==> src/rtl/ram_arbiter.sv <==
// ram_arbiter: three-way SDRAM access arbiter (download, video, CPU) with fixed or round-robin priority
//
// Ports:
//   F14M, RESET_n                     clock, asynchronous active-low reset
//   dio_req/addr/data -> dio_ack      download writes (highest priority)
//   vid_req/addr -> vid_data/vid_ack  video reads
//   cpu_req/we/addr/din -> cpu_dout/cpu_ack/cpu_wait_n  CPU reads and writes
//   ram_addr/ram_din/ram_we/ram_oe    registered command to the SDRAM controller
//   ram_dout                          SDRAM read data, valid RAM_LAT cycles after issue
//   grant                             current owner: 0 none, 1 dio, 2 vid, 3 cpu
//
// Build option: define ARB_ROUNDROBIN_EN to let vid and cpu alternate when both are pending.
module ram_arbiter #(
  parameter int ADDR_W  = 25,
  parameter int RAM_LAT = 3
) (
  input  logic              F14M,
  input  logic              RESET_n,
  input  logic              dio_req,
  input  logic [ADDR_W-1:0] dio_addr,
  input  logic [7:0]        dio_data,
  output logic              dio_ack,
  input  logic              vid_req,
  input  logic [ADDR_W-1:0] vid_addr,
  output logic [7:0]        vid_data,
  output logic              vid_ack,
  input  logic              cpu_req,
  input  logic              cpu_we,
  input  logic [ADDR_W-1:0] cpu_addr,
  input  logic [7:0]        cpu_din,
  output logic [7:0]        cpu_dout,
  output logic              cpu_ack,
  output logic              cpu_wait_n,
  output logic [ADDR_W-1:0] ram_addr,
  output logic [7:0]        ram_din,
  output logic              ram_we,
  output logic              ram_oe,
  input  logic [7:0]        ram_dout,
  output logic [1:0]        grant
);
  typedef enum logic [1:0] {IDLE, ISSUE, WAIT, DONE} state_t;
  localparam logic [1:0] G_DIO = 2'd1;
  localparam logic [1:0] G_VID = 2'd2;
  localparam logic [1:0] G_CPU = 2'd3;
  // WAIT spans RAM_LAT-1 cycles, counting 0 .. RAM_LAT-2
  localparam logic [2:0] WAIT_LAST = 3'(RAM_LAT - 2);
  state_t            state_q;
  logic [2:0]        cnt_q;
  logic [1:0]        grant_q, grant_d;
  logic [ADDR_W-1:0] ram_addr_q;
  logic [7:0]        ram_din_q, vid_data_q, cpu_dout_q;
  logic              ram_we_q, ram_oe_q, dio_ack_q, vid_ack_q, cpu_ack_q;
`ifdef ARB_ROUNDROBIN_EN
  // rr_q high: vid wins a vid/cpu tie; flips on every vid or cpu grant
  logic rr_q;
  always_comb grant_d = dio_req ? G_DIO : (vid_req && (rr_q || !cpu_req)) ? G_VID : cpu_req ? G_CPU : 2'd0;
  always_ff @(posedge F14M or negedge RESET_n)
    if (!RESET_n) rr_q <= 1'b1;
    else if (state_q == IDLE && grant_d[1]) rr_q <= ~rr_q;
`else
  always_comb grant_d = dio_req ? G_DIO : vid_req ? G_VID : cpu_req ? G_CPU : 2'd0;
`endif
  always_ff @(posedge F14M or negedge RESET_n) begin
    if (!RESET_n) begin
      state_q    <= IDLE;
      cnt_q      <= 3'd0;
      grant_q    <= 2'd0;
      ram_addr_q <= '0;
      ram_din_q  <= 8'h00;
      ram_we_q   <= 1'b0;
      ram_oe_q   <= 1'b0;
      vid_data_q <= 8'h00;
      cpu_dout_q <= 8'h00;
      dio_ack_q  <= 1'b0;
      vid_ack_q  <= 1'b0;
      cpu_ack_q  <= 1'b0;
    end else begin
      dio_ack_q <= 1'b0;
      vid_ack_q <= 1'b0;
      cpu_ack_q <= 1'b0;
      case (state_q)
        IDLE: begin
          grant_q <= grant_d;
          if (grant_d != 2'd0) state_q <= ISSUE;
        end
        ISSUE: begin
          ram_addr_q <= (grant_q == G_DIO) ? dio_addr : (grant_q == G_VID) ? vid_addr : cpu_addr;
          ram_din_q  <= (grant_q == G_DIO) ? dio_data : (grant_q == G_CPU) ? cpu_din : 8'h00;
          ram_we_q   <= (grant_q == G_DIO) || (grant_q == G_CPU && cpu_we);
          ram_oe_q   <= 1'b1;
          cnt_q      <= 3'd0;
          state_q    <= WAIT;
        end
        WAIT: begin
          if (cnt_q == WAIT_LAST) state_q <= DONE;
          else cnt_q <= cnt_q + 3'd1;
        end
        DONE: begin
          if (grant_q == G_VID) vid_data_q <= ram_dout;
          if (grant_q == G_CPU && !ram_we_q) cpu_dout_q <= ram_dout;
          dio_ack_q <= grant_q == G_DIO;
          vid_ack_q <= grant_q == G_VID;
          cpu_ack_q <= grant_q == G_CPU;
          ram_we_q  <= 1'b0;
          ram_oe_q  <= 1'b0;
          cnt_q     <= 3'd0;
          grant_q   <= 2'd0;
          state_q   <= IDLE;
        end
        default: state_q <= IDLE;
      endcase
    end
  end
  assign dio_ack    = dio_ack_q;
  assign vid_ack    = vid_ack_q;
  assign cpu_ack    = cpu_ack_q;
  assign vid_data   = vid_data_q;
  assign cpu_dout   = cpu_dout_q;
  assign ram_addr   = ram_addr_q;
  assign ram_din    = ram_din_q;
  assign ram_we     = ram_we_q;
  assign ram_oe     = ram_oe_q;
  assign grant      = grant_q;
  assign cpu_wait_n = !(cpu_req && !cpu_ack_q);
endmodule

==> config.mk <==
export PLATFORM = sky130hd
export DESIGN_NAME = ram_arbiter
export DESIGN_NICKNAME = d
export VERILOG_FILES = /design/src/rtl/ram_arbiter.sv
export SDC_FILE = /design/constraint.sdc
export NUM_CORES = 1
export LEC_CHECK = 0
export ABC_AREA = 1
export CAP_MARGIN = 20
export CORE_MARGIN = 2
export CORE_UTILIZATION = 42
export DETAILED_ROUTE_END_ITERATION = 8
export PLACE_DENSITY = 0.82
export SETUP_SLACK_MARGIN = 0.05
export SLEW_MARGIN = 15
export SYNTH_ARGS = -nofsm -noshare
export SYNTH_HDL_FRONTEND = slang
export SYNTH_SLANG_ARGS = --single-unit
==> constraint.sdc <==
create_clock -name F14M -period 1.8 [get_ports F14M]
set_clock_uncertainty 0.15 [all_clocks]
set_input_delay 0.18 -clock F14M [delete_from_list [all_inputs] [get_ports F14M]]
set_output_delay 0.18 -clock F14M [all_outputs]
set_load 0.02 [all_outputs]
==> results.txt, run 1 <==
----------------------------------------------------
[Power and ir drop]
  Total power ... roughly 9.1 mW
  Share of power burned in combinational logic ... 0.575
  Part of the power in the clock network ... 0.151
  Portion of total power attributed to sequential cells ... 0.274
  Static Leakage ... roughly 2.7 nW
  Switching pwr ... 4.060 mW
  Switching share of total power ... 0.4465
  Power density relative to cell area ... around 1700 nW/um2
  Peak supply drop ... about 0.001 V
  Internal Pwr Total ... between 5 and 6 mW

[Drt]
  Drt first pass iters ... 4
  Antenna-violating nets left ... 0
  Routed vias/inst ... between 4 and 5
  DR WL/cell ... 14.18 um
  DRC errors left ... 0
  Number of vias in the routed layout ... 3644
  Wire length reported by the detailed router ... about 11000 um
  DRC violation total after the first TritonRoute iteration ... between 150 and 200

[Critical path]
  Data arrival time of the worst path ... about 1.3 ns
  CP Depth ... 1
  Cell family with the largest share of critical-path delay ... buffers and inverters
  Kind of critical path ... register to output pin
  Largest driver fanout on the critical path ... 2
  Largest incremental delay on the critical path ... 0.63 ns
  Required arrival time at the worst endpoint ... roughly 1.5 ns
  End of the critical path ... ram_addr[18]
  Critical-path top delay cell ... sky130_fd_sc_hd__clkdlybuf4s50_1
  CP Launch Point ... ram_addr[18]
  Worst r2r dst ... cnt_q[2]
  Cell-by-cell trace of the critical path ... clkdlybuf4s50_1
  Sort of element at the end of the critical path ... output pin
  Register-to-Register Setup Slack ... 0.19 ns
  Reg-to-Reg Start ... state_q[0]
  Worst Setup Start Kind ... register
  Worst reg2reg path depth ... 7
  Combined buffer and inverter count along the critical path ... 1

[CTS]
  Total clock buffers created by CTS ... 9
  # H-tree levels ... 3
  Clock latency on the worst-skew pair ... between 0.3 and 0.4 ns
  Post-CTS setup repair buffer count ... 0
  Clk root buf ... sky130_fd_sc_hd__clkbuf_8
  Clock Pin Slew Worst Setup and Hold Paths ... roughly 0.08 ns
  CTS tree ... done
  Clock Sink Count ... 61
  Maximum number of buffers from clock root to sink ... 2

[Die]
  Std-Cell Core Area ... between 8000 and 9000 um2
  Number of core rows ... 33
  Starting Density ... 0.4305
  Number of placed I/O pins ... between 150 and 200
  Die footprint ... slightly above 9000 um2
  Floorplan die width ... 95.54 um
  Die span in y ... ~96 um

[Timing]
  Setup violation total in the final timing report ... 0
  Max Clock Freq ... approximately 600 MHz
  Time the worst path needs with I/O delays and setup ... 1.662 ns
  Worst slew margin relative to its limit ... 0.7405
  Period utilization ... 0.9231
  Final Hold Viols ... 0
  Setup Total Neg Slack ... 0 ns
  Worst slew pin tran ... roughly 0.39 ns
  Unrepaired setup endpoints after global routing ... no
  Max Transition Viols Final ... 0

[Yosys]
  Fraction of the yosys area taken by sequential cells ... 0.4337
  Net Count, Synth ... between 500 and 600
  Synthesized area per cell ... roughly 7.4 um2
  Number of flops mapped to enable cells by yosys ... 0
  Portion of synthesized cell area occupied by the leading cell type ... 0.4337
  Dominant cells by area after synthesis ... sky130_fd_sc_hd__dfrtp_1 43%, sky130_fd_sc_hd__nand3_1 14%, sky130_fd_sc_hd__inv_1 10%
  Count of distinct cell types in the synthesized netlist ... 25
  Synth warn ... 0
  Proportion of register bits with asynchronous set or reset after synthesis ... 1.000
  Area of the mapped netlist ... approximately 3500 um2
  Synthesized flop and latch total ... 61
  Post-synth top area cell ... sky130_fd_sc_hd__dfrtp_1
  Primary FF master, synth ... sky130_fd_sc_hd__dfrtp_1
  Gate count of the mapped netlist ... around 480

[Place]
  Count of input and output buffers ... roughly 160
  Placer's final routability congestion estimate ... roughly 0.8
  HPWL reported at the end of detailed placement ... 7428 um

[GRT]
  Aggregate global-route resource usage ... 0.2304
  Maximum number of pins on one net before global-route repair ... 62
  Global-route wire length before repair ... ~16000 um
  Number of global-route vias before repair ... 3361
  Met2 layer usage reported by global route ... 0.3765
  Met3 layer usage reported by global route ... 0.05929
  Global-route layer with the greatest usage ... met2
  Initial antenna violation count ... 0
  Met1 Use GR ... 0.2980
  Global route overflow ... 0

[Layout]
  Filler cell count ... a little under 700
  Fin nets ... ~740
  Growth of design area from synthesis to finish ... 53.54%
  Commonest cells after routing, fill and taps aside ... 157 x sky130_fd_sc_hd__clkdlybuf4s50_1, 97 x sky130_fd_sc_hd__nand3_1, 95 x sky130_fd_sc_hd__inv_1
  Fraction of layout cells with a size suffix above 1 ... 0.07547
  Count of antenna diodes in the layout ... 0
  Commonest non-fill, non-tap cell in the layout ... sky130_fd_sc_hd__clkdlybuf4s50_1

[Flow run]
  Max Cap Violations ... 0

[Min path]
  Kind of path behind the tightest hold check ... input port to async pin

[Outcome]
  Result of the run ... completed

----------------------------------------------------
-- area by class of cell --
type | count | area [um2] | share of cell area
timing repair buffer | 173 | 1708 | 0.3160
sequential | 61 | 1528 | 0.2827
multi-input combinational | 288 | 1439 | 0.2663
inverter | 98 | 375.4 | 0.06946
tap | 105 | 131.4 | 0.02431
clock buffer | 9 | 123.9 | 0.02292
clock inverter | 7 | 98.84 | 0.01829
-- worst min-delay path by stage --
stage / slack [ns] / endpoint / from / depth (start not counted)
6_report: 0.21 / ram_addr[17] / RESET_n / 3
5_1_grt: 0.25 / cpu_dout[0] / ram_dout[0] / 3
3_5_place_dp: 0.07 / ram_addr[17] / RESET_n / 2
2_1_floorplan: -0.27 / cnt_q[0] / RESET_n / 0
3_3_place_gp: 0.07 / ram_addr[19] / RESET_n / 2
4_1_cts: 0.23 / ram_addr[17] / RESET_n / 3
-- kinds of logic (layout without fill, tap and decap cells) --
family	Yosys count	in the layout	synth area share
compound gates	57	57	0.09456
xor+xnor	1	1	0.002489
fa+ha+maj	7	7	0.02488
buf+inv	126	287	0.1582
flops	61	61	0.4337
simple gates	223	223	0.2862
-- repair_timing --
action / CTS / global route
resized for setup: 3 / 0
endpoints found under the hold margin: 61 / 0
setup endpoints to repair: 3 / 0
hold buffers: 1 / 0
-- tightest hold or removal path, stage by stage --
cell and delay [ns]:
sky130_fd_sc_hd__dlygate4sd3_1 0.52, sky130_fd_sc_hd__buf_2 0.12, sky130_fd_sc_hd__buf_12 0.28
-- metal layers --
metal | wire (um) | vias to the layer above
met2 | 4926 | 153
met4 | 125 | 0
met3 | 970 | 12
met5 | 0 | -
met1 | 4486 | 1684
li1 | - | 1795
-- through the flow --
stage,hold slack [ns],setup slack (ns),cell area [um2],util,cells
after floorplan,-0.2656,0.3421,3520,-,475
after global routing,0.2523,0.06541,5404,0.6610,741
after global placement,0.06774,0.1672,5175,0.6330,724
after detailed placement,0.07209,0.1616,5175,0.6330,724
after CTS,0.2339,0.1232,5404,0.6610,741
final,0.2127,0.1384,5404,0.6610,741
-- state kept, by name (all words and copies together), names as in the netlist --
name and cells:
vid_data 8, ram_oe 1, ram_we 1, ram_din 8, cpu_ack 1, ram_addr 25
cnt_q 3, vid_ack 1, dio_ack 1, cpu_dout 8, grant 2, state_q 2
-- synthesized netlist by cell type, types with 3 or more instances --
master                     count
sky130_fd_sc_hd__a21oi_1      26
sky130_fd_sc_hd__a31oi_1       8
sky130_fd_sc_hd__buf_2        13
sky130_fd_sc_hd__buf_4         6
sky130_fd_sc_hd__buf_6         5
sky130_fd_sc_hd__clkbuf_1      3
sky130_fd_sc_hd__dfrtp_1      61
sky130_fd_sc_hd__ha_1          7
sky130_fd_sc_hd__inv_1        95
sky130_fd_sc_hd__nand2_1      78
sky130_fd_sc_hd__nand2_4       3
sky130_fd_sc_hd__nand3_1      97
sky130_fd_sc_hd__nor2_1       41
sky130_fd_sc_hd__o21ai_0      11
sky130_fd_sc_hd__o21ai_2       9
sky130_fd_sc_hd__o22ai_1       3
-- power by group through the flow --
| stage | clock network (mW) | logic, mW | registers, mW |
|---|---|---|---|
| 2_1_floorplan | 0 | 2.53 | 3.16 |
| 3_3_place_gp | 0 | 5.09 | 2.48 |
| 3_5_place_dp | 0 | 5.25 | 2.49 |
| 4_1_cts | 1.40 | 5.25 | 2.49 |
| 5_1_grt | 1.46 | 5.73 | 2.58 |
| 6_report | 1.37 | 5.23 | 2.50 |
Note: power is estimated with default switching activity, not from simulation.
==> run 2: changes to the inputs <==
Settings changed: ABC_AREA 1 to default, CORE_UTILIZATION 42 to 40, GPL_TIMING_DRIVEN from default to 0, PLACE_DENSITY 0.82 to 0.81.
==> run 2 against run 1 <==
Combinational power shrank 11%. Non-clock buffer count grew 13. Sequential share of layout area grew 0.59 points. Die area shrank 4.8%. Synthesized cell count shrank 44%. Highest routed layer unchanged.
==> results.txt, run 2 <==
----------------------------------------------------
[Yosys]
  Post-synth top area cell ... sky130_fd_sc_hd__dfrtp_1
  Net Count, Synth ... 380
  Dominant cells by area after synthesis ... sky130_fd_sc_hd__dfrtp_1 48%, sky130_fd_sc_hd__mux2i_1 19%, sky130_fd_sc_hd__o221ai_1 6.9%
  Synth warn ... 0
  Synthesized area per cell ... 11.89 um2
  Synth Area in XOR/XNOR ... 0
  Arithmetic-cell share of the synthesized area counting full adders, half adders and majority gates ... 0.02749
  Gate count of the mapped netlist ... around 270
  Proportion of register bits with asynchronous set or reset after synthesis ... 1.000
  Portion of synthesized cell area occupied by the leading cell type ... 0.4792
  Simple-gate share of the synthesized area ... 0.08602
  Main combinational cell family by area after synthesis ... multiplexers
  Synthesized flop and latch total ... 61
  Library cell with the highest instance count after synthesis ... sky130_fd_sc_hd__dfrtp_1
  Multiplexer fraction of the synthesized cell area ... 0.2549
  Primary FF master, synth ... sky130_fd_sc_hd__dfrtp_1
  List of most frequent post-synthesis cells ... 61 x sky130_fd_sc_hd__dfrtp_1, 59 x sky130_fd_sc_hd__mux2i_1, 30 x sky130_fd_sc_hd__nand2b_1, 25 x sky130_fd_sc_hd__o221ai_1, 14 x sky130_fd_sc_hd__inv_1
  Count of distinct cell types in the synthesized netlist ... 27
  Fraction of the yosys area taken by sequential cells ... 0.4792
  Fraction of the mapped netlist area in compound gates ... 0.1060
  Area of the mapped netlist ... 3186 um2
  Number of flops mapped to enable cells by yosys ... 0

[CTS]
  Maximum number of buffers from clock root to sink ... 2
  # H-tree levels ... 3
  Clock latency on the worst-skew pair ... approximately 0.33 ns
  Clock Pin Slew Worst Setup and Hold Paths ... roughly 0.070 ns
  Total clock buffers created by CTS ... 9
  Clock Sink Count ... ~60
  Clk root buf ... sky130_fd_sc_hd__clkbuf_8
  CTS tree ... done

[Power and ir drop]
  Switching share of total power ... 0.3805
  Switching pwr ... 3.188 mW
  Part of the power in the clock network ... 0.164
  Total power ... about 8.4 mW
  Power density relative to cell area ... about 1600 nW/um2
  Share of power burned in combinational logic ... 0.555
  Static Leakage ... around 2.3 nW
  Portion of total power attributed to sequential cells ... 0.281
  Internal Pwr Total ... 5.190 mW
  Peak supply drop ... ~0.001 V

[Timing]
  Worst path setup slack after routing ... between 0.1 and 0.15 ns
  Time the worst path needs with I/O delays and setup ... roughly 1.7 ns
  Unrepaired setup endpoints after global routing ... yes
  Max Transition Viols Final ... 0
  Final Hold Viols ... 0
  Period utilization ... 0.9381
  Setup violation total in the final timing report ... 0
  Worst-case hold slack ... ~0.094 ns
  Worst slew margin relative to its limit ... 0.7649
  Max Clock Freq ... between 500 and 600 MHz
  Worst slew pin tran ... 0.3527 ns

[Die]
  Die span in y ... about 93 um
  Number of placed I/O pins ... 162
  Die footprint ... approximately 8700 um2
  Std-Cell Core Area ... around 7700 um2
  Starting Density ... 0.4122
  Floorplan die width ... 93.24 um
  Number of core rows ... 32

[Layout]
  Number of flip-flops in the largest register ... 25
  Commonest cells after routing, fill and taps aside ... 158 x sky130_fd_sc_hd__clkdlybuf4s50_1, 61 x sky130_fd_sc_hd__dfrtp_1, 59 x sky130_fd_sc_hd__mux2i_1
  Commonest non-fill, non-tap cell in the layout ... sky130_fd_sc_hd__clkdlybuf4s50_1
  Fraction of layout cells with a size suffix above 1 ... 0.1463
  Fin nets ... between 500 and 600
  Count of antenna diodes in the layout ... 0
  Summed area of non-filler cells in the final layout ... about 5300 um2
  Number of standard cells in the final layout excluding fillers ... between 500 and 600
  Growth of design area from synthesis to finish ... 66.03%

[GRT]
  Global route overflow ... 0
  Maximum number of pins on one net before global-route repair ... 50
  Initial antenna violation count ... 0
  Global-route wire length before repair ... 14790 um
  Aggregate global-route resource usage ... 0.2197
  Number of global-route vias before repair ... around 3000

[Critical path]
  Sort of element at the end of the critical path ... output pin
  Required arrival time at the worst endpoint ... approximately 1.5 ns
  Cell-by-cell trace of the critical path ... clkdlybuf4s50_1
  Cell family with the largest share of critical-path delay ... buffers and inverters
  Critical-path top delay cell ... sky130_fd_sc_hd__clkdlybuf4s50_1
  Worst Setup Start Kind ... register
  Largest driver fanout on the critical path ... 2
  Data arrival time of the worst path ... between 1 and 1.5 ns
  Combined buffer and inverter count along the critical path ... 1
  Largest incremental delay on the critical path ... about 0.65 ns
  Kind of critical path ... register to output pin

[Drt]
  DRC errors left ... 0
  DRC violation total after the first TritonRoute iteration ... 65
  DR WL/cell ... approximately 17 um
  Drt first pass iters ... 4
  Number of vias in the routed layout ... ~2800
  Antenna-violating nets left ... 0
  Routed vias/inst ... about 5.1
  Wire length reported by the detailed router ... between 9000 and 10000 um

[Place]
  Count of input and output buffers ... 161
  Placer's final routability congestion estimate ... about 0.73
  Worst-case setup slack after placement ... -0.2349 ns
  Count of placed standard cells including taps ... ~530
  HPWL reported at the end of detailed placement ... about 7000 um
  Placed instance area ... slightly below 5000 um2

[Flow run]
  Max Cap Violations ... 0

[Min path]
  Kind of path behind the tightest hold check ... input port to async pin

[Outcome]
  Result of the run ... completed

----------------------------------------------------
## run 2: timing repair
item | CTS | global route
hold buffers | 1 | 0
setup buffers | 1 | 3
resized for setup | 9 | 21
setup endpoints to repair | 52 | 45
pin swaps | 0 | 1
endpoints found under the hold margin | 61 | 0
## run 2: final timing paths
kind                             start          end  slack (ns)  cells past startpoint
max                            cpu_ack      cpu_ack        0.11                      1
min                            RESET_n  vid_data[5]        0.09                      2
max reg2reg                 state_q[0]  cpu_dout[7]        0.11                      6
min reg2reg                ram_addr[7]  ram_addr[7]        0.35                      2
max in group asynchronous      RESET_n  ram_addr[2]        0.90                      3
min in group F14M          dio_data[3]   ram_din[3]        0.33                      3
## run 2: layer usage
layer,GRT usage,up-vias,wire length (um)
li1,-,1338,-
met3,0.08300,12,943
met2,0.3687,122,4685
met1,0.2588,1354,3940
met5,0,-,0
met4,0.07353,0,91
## run 2: cell families after synthesis
logic type      after synthesis
fa+ha+maj                     7
mux                          76
flops                        61
buf+inv                      33
simple gates                 47
compound gates               44
## run 2: cell type report
type	count	area [um2]
Clock buffer	10	137.6
Timing Repair Buffer	167	1687
Buffer	19	120.1
Tap cell	102	127.6
Sequential cell	61	1526
Multi-Input combinational cell	174	1551
Fill cell	611	2439
Inverter	14	52.55
Clock inverter	6	86.33
## run 2: power by group through the flow
| stage | combinational, mW | sequential [mW] | clock (mW) |
|---|---|---|---|
| finish | 4.65 | 2.35 | 1.38 |
| global route | 4.98 | 2.43 | 1.45 |
| CTS | 4.56 | 2.36 | 1.40 |
| detailed placement | 4.52 | 2.37 | 0 |
| global placement | 4.42 | 2.33 | 0 |
| floorplan | 1.91 | 3.01 | 0 |
## run 2: metrics by stage
stage	TNS, ns	util
2_1_floorplan	0	-
3_3_place_gp	-104.72	0.6373
3_5_place_dp	-3.594	0.6405
4_1_cts	0	0.6747
5_1_grt	0	0.6844
6_report	0	0.6844
